==> config.mk <==
export PLATFORM = sky130hd
export DESIGN_NAME = mips_multicycle_ctrl
export DESIGN_NICKNAME = d
export VERILOG_FILES = /design/src/rtl/mips_multicycle_ctrl.sv
export SDC_FILE = /design/constraint.sdc
export NUM_CORES = 1
export LEC_CHECK = 0
export CAP_MARGIN = 5
export CORE_AREA = 5 5 87 65
export DETAILED_ROUTE_END_ITERATION = 8
export DIE_AREA = 0 0 92 70
export GPL_ROUTABILITY_DRIVEN = 0
export PLACE_DENSITY = 0.77
export SYNTH_ARGS = -nofsm -noshare
export SYNTH_HDL_FRONTEND = slang
export SYNTH_SLANG_ARGS = --single-unit
==> constraint.sdc <==
create_clock -name clk -period 1.9 [get_ports clk]
set_clock_uncertainty 0.1 [all_clocks]
set_input_delay 0.285 -clock clk [delete_from_list [all_inputs] [get_ports clk]]
set_output_delay 0.285 -clock clk [all_outputs]
set_load 0.005 [all_outputs]
==> src/rtl/mips_multicycle_ctrl.sv <==
// Main control FSM for the multi-cycle MIPS core: sequences fetch, decode, execute,
// memory and writeback over the shared datapath and counts retired instructions.
module mips_multicycle_ctrl #(
  parameter int unsigned RETIRE_CNT_WIDTH = 32
) (
  input  logic                        clk,
  input  logic                        rst_n,
  input  logic [5:0]                  opcode,
  input  logic [5:0]                  funct,
  input  logic                        alu_zero,
  input  logic                        mem_ready,
  output logic                        pc_en,
  output logic [1:0]                  pc_src,
  output logic                        i_or_d,
  output logic                        mem_read,
  output logic                        mem_write,
  output logic                        ir_write,
  output logic                        reg_dst,
  output logic                        mem_to_reg,
  output logic                        reg_write,
  output logic                        alu_src_a,
  output logic [1:0]                  alu_src_b,
  output logic [1:0]                  alu_op,
  output logic                        illegal_instr,
  output logic [3:0]                  state,
  output logic [RETIRE_CNT_WIDTH-1:0] retire_cnt
);

  localparam logic [5:0] OpR    = 6'b000000;
  localparam logic [5:0] OpLw   = 6'b100011;
  localparam logic [5:0] OpSw   = 6'b101011;
  localparam logic [5:0] OpBeq  = 6'b000100;
  localparam logic [5:0] OpBne  = 6'b000101;
  localparam logic [5:0] OpAddi = 6'b001000;
  localparam logic [5:0] OpJ    = 6'b000010;

  typedef enum logic [3:0] {
    StFetch    = 4'd0,
    StDecode   = 4'd1,
    StMemAddr  = 4'd2,
    StMemRead  = 4'd3,
    StMemWb    = 4'd4,
    StMemWrite = 4'd5,
    StExecute  = 4'd6,
    StAluWb    = 4'd7,
    StBranch   = 4'd8,
    StAddiEx   = 4'd9,
    StAddiWb   = 4'd10,
    StJump     = 4'd11
  } state_e;

  state_e                      state_q, state_d;
  logic                        illegal_q, illegal_d;
  logic [RETIRE_CNT_WIDTH-1:0] retire_cnt_q, retire_cnt_d;
  logic                        retire;

  // Raw enables before reset gating.
  logic pc_en_c, mem_read_c, mem_write_c, ir_write_c, reg_write_c;

  // funct is decoded by the ALU control, not here.
  logic unused_funct;
  assign unused_funct = ^funct;

  always_comb begin
    state_d     = StFetch;
    illegal_d   = 1'b0;
    retire      = 1'b0;
    pc_en_c     = 1'b0;
    pc_src      = 2'b00;
    i_or_d      = 1'b0;
    mem_read_c  = 1'b0;
    mem_write_c = 1'b0;
    ir_write_c  = 1'b0;
    reg_dst     = 1'b0;
    mem_to_reg  = 1'b0;
    reg_write_c = 1'b0;
    alu_src_a   = 1'b0;
    alu_src_b   = 2'b00;
    alu_op      = 2'b00;

    case (state_q)
      StFetch: begin
        mem_read_c = 1'b1;
        alu_src_b  = 2'b01;
        ir_write_c = mem_ready;
        pc_en_c    = mem_ready;
        state_d    = mem_ready ? StDecode : StFetch;
      end
      StDecode: begin
        alu_src_b = 2'b11;
        case (opcode)
          OpLw, OpSw:   state_d = StMemAddr;
          OpR:          state_d = StExecute;
          OpBeq, OpBne: state_d = StBranch;
          OpAddi:       state_d = StAddiEx;
          OpJ:          state_d = StJump;
          default: begin
            state_d   = StFetch;
            illegal_d = 1'b1;
          end
        endcase
      end
      StMemAddr: begin
        alu_src_a = 1'b1;
        alu_src_b = 2'b10;
        state_d   = (opcode == OpSw) ? StMemWrite : StMemRead;
      end
      StMemRead: begin
        mem_read_c = 1'b1;
        i_or_d     = 1'b1;
        state_d    = mem_ready ? StMemWb : StMemRead;
      end
      StMemWb: begin
        reg_write_c = 1'b1;
        mem_to_reg  = 1'b1;
        retire      = 1'b1;
      end
      StMemWrite: begin
        mem_write_c = 1'b1;
        i_or_d      = 1'b1;
        retire      = mem_ready;
        state_d     = mem_ready ? StFetch : StMemWrite;
      end
      StExecute: begin
        alu_src_a = 1'b1;
        alu_op    = 2'b10;
        state_d   = StAluWb;
      end
      StAluWb: begin
        reg_write_c = 1'b1;
        reg_dst     = 1'b1;
        retire      = 1'b1;
      end
      StBranch: begin
        alu_src_a = 1'b1;
        alu_op    = 2'b01;
        pc_src    = 2'b01;
        pc_en_c   = (opcode == OpBeq) ? alu_zero : (opcode == OpBne) ? ~alu_zero : 1'b0;
        retire    = 1'b1;
      end
      StAddiEx: begin
        alu_src_a = 1'b1;
        alu_src_b = 2'b10;
        state_d   = StAddiWb;
      end
      StAddiWb: begin
        reg_write_c = 1'b1;
        retire      = 1'b1;
      end
      StJump: begin
        pc_src  = 2'b10;
        pc_en_c = 1'b1;
        retire  = 1'b1;
      end
      default: state_d = StFetch;
    endcase
  end

  assign retire_cnt_d = retire ? retire_cnt_q + RETIRE_CNT_WIDTH'(1) : retire_cnt_q;

  always_ff @(posedge clk or negedge rst_n) begin
    if (!rst_n) begin
      state_q      <= StFetch;
      illegal_q    <= 1'b0;
      retire_cnt_q <= '0;
    end else begin
      state_q      <= state_d;
      illegal_q    <= illegal_d;
      retire_cnt_q <= retire_cnt_d;
    end
  end

  // Enables drop combinationally with reset so nothing partial commits.
  assign pc_en     = rst_n & pc_en_c;
  assign mem_read  = rst_n & mem_read_c;
  assign mem_write = rst_n & mem_write_c;
  assign ir_write  = rst_n & ir_write_c;
  assign reg_write = rst_n & reg_write_c;

  assign illegal_instr = illegal_q;
  assign state         = state_q;
  assign retire_cnt    = retire_cnt_q;

endmodule

### After elaboration in Yosys (flattened, before gate mapping)

Cells that the tools add are included.
W data, S select, Z words.

* register bits: 37
* output and inout port bits: 52
* logic and storage cells: 61

* reduce and logical (&&, ||, !) cells: 11
* eq/ne operators: 17
* $add $sub $neg: 1
* bitwise gates (word level): 6
* multiplexer cells: 23

Operators with widths (number)
* $add A32 B1 Y32 const B: 1
* $pmux W4 S7: 1
* $pmux W4 S5: 1
* $eq A4 B3 Y1 const B: 4
* $eq A4 B4 Y1 const B: 4
* $mux W1: 13
* $eq A6 B3 Y1 const B: 2
* $eq A6 B6 Y1 const B: 2
* $reduce_or A2 Y1: 5
* $mux W3: 3
* $eq A4 B2 Y1 const B: 2
* $pmux W2 S2: 2
* $reduce_or A7 Y1: 1
* $eq A6 B2 Y1 const B: 1
* $eq A6 B4 Y1 const B: 1
* $logic_not A6 Y1: 1
* $pmux W2 S3: 1
* $and A1 B1 Y1: 5
* $reduce_or A5 Y1: 1
* $eq A4 B1 Y1 const B: 1
* $logic_not A4 Y1: 1
* $reduce_or A4 Y1: 1
* $pmux W1 S3: 1
* $reduce_or A3 Y1: 1
* 2 further kinds: 2

### Depth between registers and ports, before layout

* depth in word-level cells: 5
* mapped depth: 6
* gate-level depth less buffers: 6

### Least setup slack after synthesis

Ideal clock, no wire load.

* path kind: reg-to-reg
* from: register retire_cnt_q[0] (netlist: retire_cnt[0])
* to: register retire_cnt_q[26] (netlist: retire_cnt[26])
* arrival time: 1.535 ns
* library setup time: 0.079 ns
* stages on the path, launching flop included: 7
* period minus slack after synthesis: 1.714 ns
* path slack: 0.186 ns
* cells stage by stage: dfrtp_1 ha_1 nand3_1 nor3_1 nand4_4 nor3_2 xor2_1

* word-level cells in the longest chain between the ends: 1

Ends and longest elaborated chain
* from (decl): line 54 `logic [RETIRE_CNT_WIDTH-1:0] retire_cnt_q, retire_cnt_d;`
* from (signal assigned): line 169 `retire_cnt_q <= retire_cnt_d;`
* $add A32 B1 Y32: line 159 `assign retire_cnt_d = retire ? retire_cnt_q + RETIRE_CNT_WIDTH'(1) : retire_cnt_q;`

No other way between the ends.
A chain may end at the register's enable or synchronous reset.

### Worst setup path in the final report

* from: register state_q[1] (netlist: state[1])
* to: register retire_cnt_q[18] (netlist: retire_cnt[18])

* word-level cells in the longest chain between the ends: 3

Ends and longest elaborated chain
* from (decl): line 52 `state_e state_q, state_d;`
* from (signal assigned): line 163 `state_q <= StFetch;`
* from (signal assigned): line 167 `state_q <= state_d;`
* $eq A4 B4 Y1 / $eq A4 B3 Y1 (equally long branches): line 81 `case (state_q)`
* $reduce_or A5 Y1 (no source line)
* $pmux W1 S2 (*): line 81

Mark *: on every way between the ends. The rest lies on a longest branch, timed or not.

==> impl_results.html <==
<table>
<tr><th>Metric</th><th>Value</th></tr>
<tr><th colspan="2">Yosys</th></tr>
<tr><td>Mean instance size in the synthesized netlist</td><td>9.535 sq um</td></tr>
<tr><td>Fraction of post-synthesis cell area in the top cell type by area</td><td>44.96%</td></tr>
<tr><td>Post-synthesis cell count</td><td>216</td></tr>
<tr><td>Yosys warning count</td><td>0</td></tr>
<tr><td>Synth Register Bits</td><td>37</td></tr>
<tr><td>Combined area of all synthesized cells</td><td>0.002059 sq mm</td></tr>
<tr><td>Synthesized netlist net count</td><td>233</td></tr>
<tr><td>Share of synthesized area occupied by flip-flops and latches</td><td>44.96%</td></tr>
<tr><td>Number of distinct standard cells referenced by the synthesized netlist</td><td>35</td></tr>
<tr><td>Ranking of synthesized cells by area</td><td>sky130_fd_sc_hd__dfrtp_1, sky130_fd_sc_hd__xor2_1, sky130_fd_sc_hd__xnor2_1, sky130_fd_sc_hd__nor2_1, sky130_fd_sc_hd__nand2_1</td></tr>
<tr><td>Library cell with the largest summed area after synthesis</td><td>sky130_fd_sc_hd__dfrtp_1</td></tr>
<tr><th colspan="2">Global route</th></tr>
<tr><td>Residual overflow from global routing</td><td>0</td></tr>
<tr><td>Number of antenna violations at the first check in global routing</td><td>0</td></tr>
<tr><td>Number of global-route vias before repair</td><td>2056</td></tr>
<tr><td>Largest net degree at the start of global routing</td><td>22</td></tr>
<tr><td>Total routing usage reported by global routing</td><td>18.90%</td></tr>
<tr><td>Global-route wire length before repair</td><td>9.818 mm</td></tr>
<tr><th colspan="2">STA</th></tr>
<tr><td>Shortest clock period the worst path allows after layout</td><td>2009 ps</td></tr>
<tr><td>Slew margin rel.</td><td>78.64%</td></tr>
<tr><td>Final max-slew violation count</td><td>0</td></tr>
<tr><td>Final hold violation count</td><td>0</td></tr>
<tr><td>Worst hold margin</td><td>367.1 ps</td></tr>
<tr><td>Unrepaired setup endpoints after global routing</td><td>yes</td></tr>
<tr><td>Transition time of the tightest slew-check pin</td><td>319.4 ps</td></tr>
<tr><td>Final worst setup slack</td><td>-109.2 ps</td></tr>
<tr><td>Maximum frequency from static timing analysis</td><td>497.7 MHz</td></tr>
<tr><td>Fin Setup TNS</td><td>-1170 ps</td></tr>
<tr><td>Final setup violation count</td><td>25</td></tr>
<tr><td>Final cycle utilization of the critical path</td><td>105.7%</td></tr>
<tr><th colspan="2">Final layout</th></tr>
<tr><td>Final cell area excluding filler cells</td><td>0.003392 sq mm</td></tr>
<tr><td>Number of antenna cells inserted</td><td>0</td></tr>
<tr><td>Area Growth Syn to Fin</td><td>64.70%</td></tr>
<tr><td>Number of nets in the final layout</td><td>347</td></tr>
<tr><td>Fraction of final layout cells with drive strength greater than 1</td><td>37.16%</td></tr>
<tr><th colspan="2">Worst setup path</th></tr>
<tr><td>Kind of launch point of the worst setup path</td><td>flip-flop</td></tr>
<tr><td>Worst Path Required</td><td>1980 ps</td></tr>
<tr><td>Slack of the worst reg-to-reg path</td><td>-110 ps</td></tr>
<tr><td>Crit path max fanout</td><td>7</td></tr>
<tr><td>Crit path arrival time</td><td>2090 ps</td></tr>
<tr><td>Worst Setup End Kind</td><td>flip-flop</td></tr>
<tr><td>Max incr delay on CP</td><td>470 ps</td></tr>
<tr><td>Critical-path top delay cell</td><td>sky130_fd_sc_hd__dfrtp_2</td></tr>
<tr><td>Length in cells of the worst reg-to-reg path</td><td>9</td></tr>
<tr><td>Crit path cell chain</td><td>buf_6, buf_6, nor2b_4, buf_6, o21ai_4, buf_6, nand4_4, buf_4, xnor2_1</td></tr>
<tr><td>Crit Path Class</td><td>flip-flop to flip-flop</td></tr>
<tr><td>Dominant cell type by count on the critical path</td><td>sky130_fd_sc_hd__buf_6</td></tr>
<tr><th colspan="2">Floorplanning</th></tr>
<tr><td>Core ar.</td><td>0.004677 sq mm</td></tr>
<tr><td>Boundary pin count</td><td>68</td></tr>
<tr><td>Die area</td><td>0.006440 sq mm</td></tr>
<tr><td>Rows</td><td>21</td></tr>
<tr><td>Starting density of the core</td><td>44.03%</td></tr>
<tr><td>Die width</td><td>92 um</td></tr>
<tr><td>Overall die height</td><td>70 um</td></tr>
<tr><th colspan="2">Status</th></tr>
<tr><td>Failing checks</td><td>negative setup slack</td></tr>
<tr><td>Status</td><td>finished, violations left</td></tr>
<tr><th colspan="2">Route</th></tr>
<tr><td>Total via count after detailed routing</td><td>1998</td></tr>
<tr><td>Routed len/inst</td><td>15.50 um</td></tr>
<tr><td>Antenna violation net count after detailed routing</td><td>0</td></tr>
<tr><td>Number of DRC violations after detailed routing</td><td>0</td></tr>
<tr><td>Final WL</td><td>6.014 mm</td></tr>
<tr><td>Initial drt markers</td><td>44</td></tr>
<tr><td>Drt pass-1 iters</td><td>4</td></tr>
<tr><td>Routed vias/inst</td><td>5.149</td></tr>
<tr><th colspan="2">CTS</th></tr>
<tr><td>Clk Tree Root Cell</td><td>sky130_fd_sc_hd__clkbuf_8</td></tr>
<tr><td>H-tree depth</td><td>2</td></tr>
<tr><td># clock sinks</td><td>37</td></tr>
<tr><td>TritonCTS clock tree</td><td>built</td></tr>
<tr><td>Number of buffers created by CTS</td><td>5</td></tr>
<tr><td>Clock Latency Late Sink</td><td>300 ps</td></tr>
<tr><td>Maximum root-to-sink buffer count</td><td>2</td></tr>
<tr><td>Clock-pin slew on the worst setup and hold paths</td><td>70 ps</td></tr>
<tr><th colspan="2">Pwr</th></tr>
<tr><td>Switching portion of total power</td><td>31.54%</td></tr>
<tr><td>Static leakage</td><td>1.599 nW</td></tr>
<tr><td>Switching power total</td><td>0.0009875 W</td></tr>
<tr><td>Power per cell area</td><td>923.0 mW/mm^2</td></tr>
<tr><td>Internal power</td><td>0.002143 W</td></tr>
<tr><td>Worst-case vdd ir drop</td><td>0.0007049 V</td></tr>
<tr><td>Combinational fraction of design power</td><td>43.6%</td></tr>
<tr><td>Part of the total power dissipated in sequential elements</td><td>30.5%</td></tr>
<tr><td>Clk network pwr share</td><td>25.9%</td></tr>
<tr><th colspan="2">Hold path</th></tr>
<tr><td>Worst hold path class</td><td>flip-flop to flip-flop</td></tr>
<tr><td>Min-Delay Path Depth</td><td>1</td></tr>
<tr><th colspan="2">Flow run</th></tr>
<tr><td>Number of violations of the max-capacitance limit</td><td>0</td></tr>
<tr><th colspan="2">Placement</th></tr>
<tr><td>Placed inst area</td><td>0.002973 sq mm</td></tr>
<tr><td>Worst Setup Slack post-DPL</td><td>-270.7 ps</td></tr>
<tr><td>Port buffer count</td><td>61</td></tr>
<tr><td>Total half-perimeter wirelength after legalization and detailed placement</td><td>4.167 mm</td></tr>
</table>
Yosys cell counts:
master / n
sky130_fd_sc_hd__or3_4: 1
sky130_fd_sc_hd__and3b_2: 1
sky130_fd_sc_hd__ha_1: 1
sky130_fd_sc_hd__o21ai_0: 8
sky130_fd_sc_hd__dfrtp_1: 37
sky130_fd_sc_hd__nand2_1: 20
sky130_fd_sc_hd__nor3_2: 4
sky130_fd_sc_hd__xor2_1: 20
sky130_fd_sc_hd__nand4_4: 1
sky130_fd_sc_hd__o21ai_4: 1
sky130_fd_sc_hd__nand4_1: 6
sky130_fd_sc_hd__nor3b_1: 5
sky130_fd_sc_hd__nor2_1: 28
sky130_fd_sc_hd__o21a_1: 2
sky130_fd_sc_hd__nor4_4: 1
sky130_fd_sc_hd__nand4b_4: 1
sky130_fd_sc_hd__nor3_4: 1
sky130_fd_sc_hd__clkbuf_1: 5
sky130_fd_sc_hd__a31oi_1: 2
sky130_fd_sc_hd__xnor2_1: 14
sky130_fd_sc_hd__buf_4: 1
sky130_fd_sc_hd__nor4_1: 1
sky130_fd_sc_hd__nand2b_1: 3
sky130_fd_sc_hd__nand3_1: 8
sky130_fd_sc_hd__a21oi_4: 1
sky130_fd_sc_hd__mux2_2: 2
sky130_fd_sc_hd__a21oi_1: 8
sky130_fd_sc_hd__and3_1: 3
sky130_fd_sc_hd__inv_1: 9
sky130_fd_sc_hd__nor3_1: 14
sky130_fd_sc_hd__or2_2: 1
sky130_fd_sc_hd__o22a_1: 1
sky130_fd_sc_hd__nand2_2: 1
sky130_fd_sc_hd__nor2b_1: 3
sky130_fd_sc_hd__nand3b_1: 1
per-stage QoR:
stage | util, % | instances | power [W]
final | 72.53 | 388 | 0.003131
after global placement | 63.56 | 363 | 0.001986
after detailed placement | 63.56 | 363 | 0.002009
after floorplan | - | 216 | 0.001367
after global routing | 72.53 | 388 | 0.003274
after CTS | 69.32 | 382 | 0.003011
flip-flops by register name (all words and copies together), names as in the netlist:
register and cells:
state 4, retire_cnt 32, illegal_instr 1
final cells by class:
class	instances	area, sq um
clock buffer	5	68.82
timing repair buffer	113	975.9
inverter	9	33.78
sequential	37	928.4
multi-input combinational	164	1249
tap	57	71.32
clock inverter	3	65.06
fill	366	1285
power by group through the flow:
| stage | Clock [W] | Combinational, W | Sequential (W) |
|---|---|---|---|
| 2_1_floorplan | 0 | 0.000418 | 0.000949 |
| 3_3_place_gp | 0 | 0.00104 | 0.000949 |
| 3_5_place_dp | 0 | 0.00105 | 0.000955 |
| 4_1_cts | 0.000820 | 0.00124 | 0.000950 |
| 5_1_grt | 0.000841 | 0.00147 | 0.000967 |
| 6_report | 0.000809 | 0.00137 | 0.000955 |
critical path: cells and delay by family (launching register included):
| family | cells | cell delay, ps |
|---|---|---|
| buffers and inverters | 5 | 710 |
| flip-flops | 1 | 470 |
| AND/OR/NAND/NOR | 2 | 310 |
| AO/OA/AOI/OAI | 1 | 210 |
| XOR/XNOR | 1 | 110 |
per-layer routing:
metal / GRT usage, % / wire length [um]
met1: 25.47 / 2736
met2: 30.10 / 2881
met3: 4.399 / 304
met4: 6.096 / 93
met5: 0 / 0
path summary, 6_finish.rpt:
kind	start	endpoint
worst max-delay path	state[1]	retire_cnt[18]
worst min-delay path	retire_cnt[31]	retire_cnt[31]
worst max register to register	state[1]	retire_cnt[18]
worst min register to register	retire_cnt[31]	retire_cnt[31]
max in group asynchronous	rst_n	state[1]
min in group asynchronous	rst_n	retire_cnt[15]
placed cells by master, fill, tap and decap left out, types with 5 or more instances in the layout:
master                            instances
sky130_fd_sc_hd__nand2_1                 17
sky130_fd_sc_hd__nor3_4                   5
sky130_fd_sc_hd__clkbuf_8                 5
sky130_fd_sc_hd__nand4_1                  6
sky130_fd_sc_hd__xnor2_1                 14
sky130_fd_sc_hd__nor3_2                   9
sky130_fd_sc_hd__buf_4                   42
sky130_fd_sc_hd__xor2_1                  20
sky130_fd_sc_hd__inv_1                    8
sky130_fd_sc_hd__buf_2                    7
sky130_fd_sc_hd__clkbuf_2                 5
sky130_fd_sc_hd__nor3_1                   5
sky130_fd_sc_hd__o21ai_0                  7
sky130_fd_sc_hd__clkdlybuf4s50_1         42
sky130_fd_sc_hd__dfrtp_1                 35
sky130_fd_sc_hd__nor2_1                  17
sky130_fd_sc_hd__a21oi_1                  6
sky130_fd_sc_hd__nor2_2                  11
sky130_fd_sc_hd__nand3_1                  7
sky130_fd_sc_hd__dlygate4sd2_1            5
sky130_fd_sc_hd__buf_6                    9
cells by family (layout without fill, tap and decap cells):
group	Yosys count	count (layout)	synth area share, %
simple gates	104	104	28.74
flops	37	37	44.96
xor+xnor	34	34	14.46
compound gates	23	23	7.230
buf+inv	15	130	2.916
mux	2	2	1.093
fa+ha+maj	1	1	0.6074
repair_timing:
item                       4_1_cts  5_1_grt
pin swaps                       13       14
hold endpoints to repair        37        0
resized for setup               53       47
setup endpoints to repair       17       44
setup buffers                   10        6
hold buffers                     1        0
(Power assumes the default switching activity.)
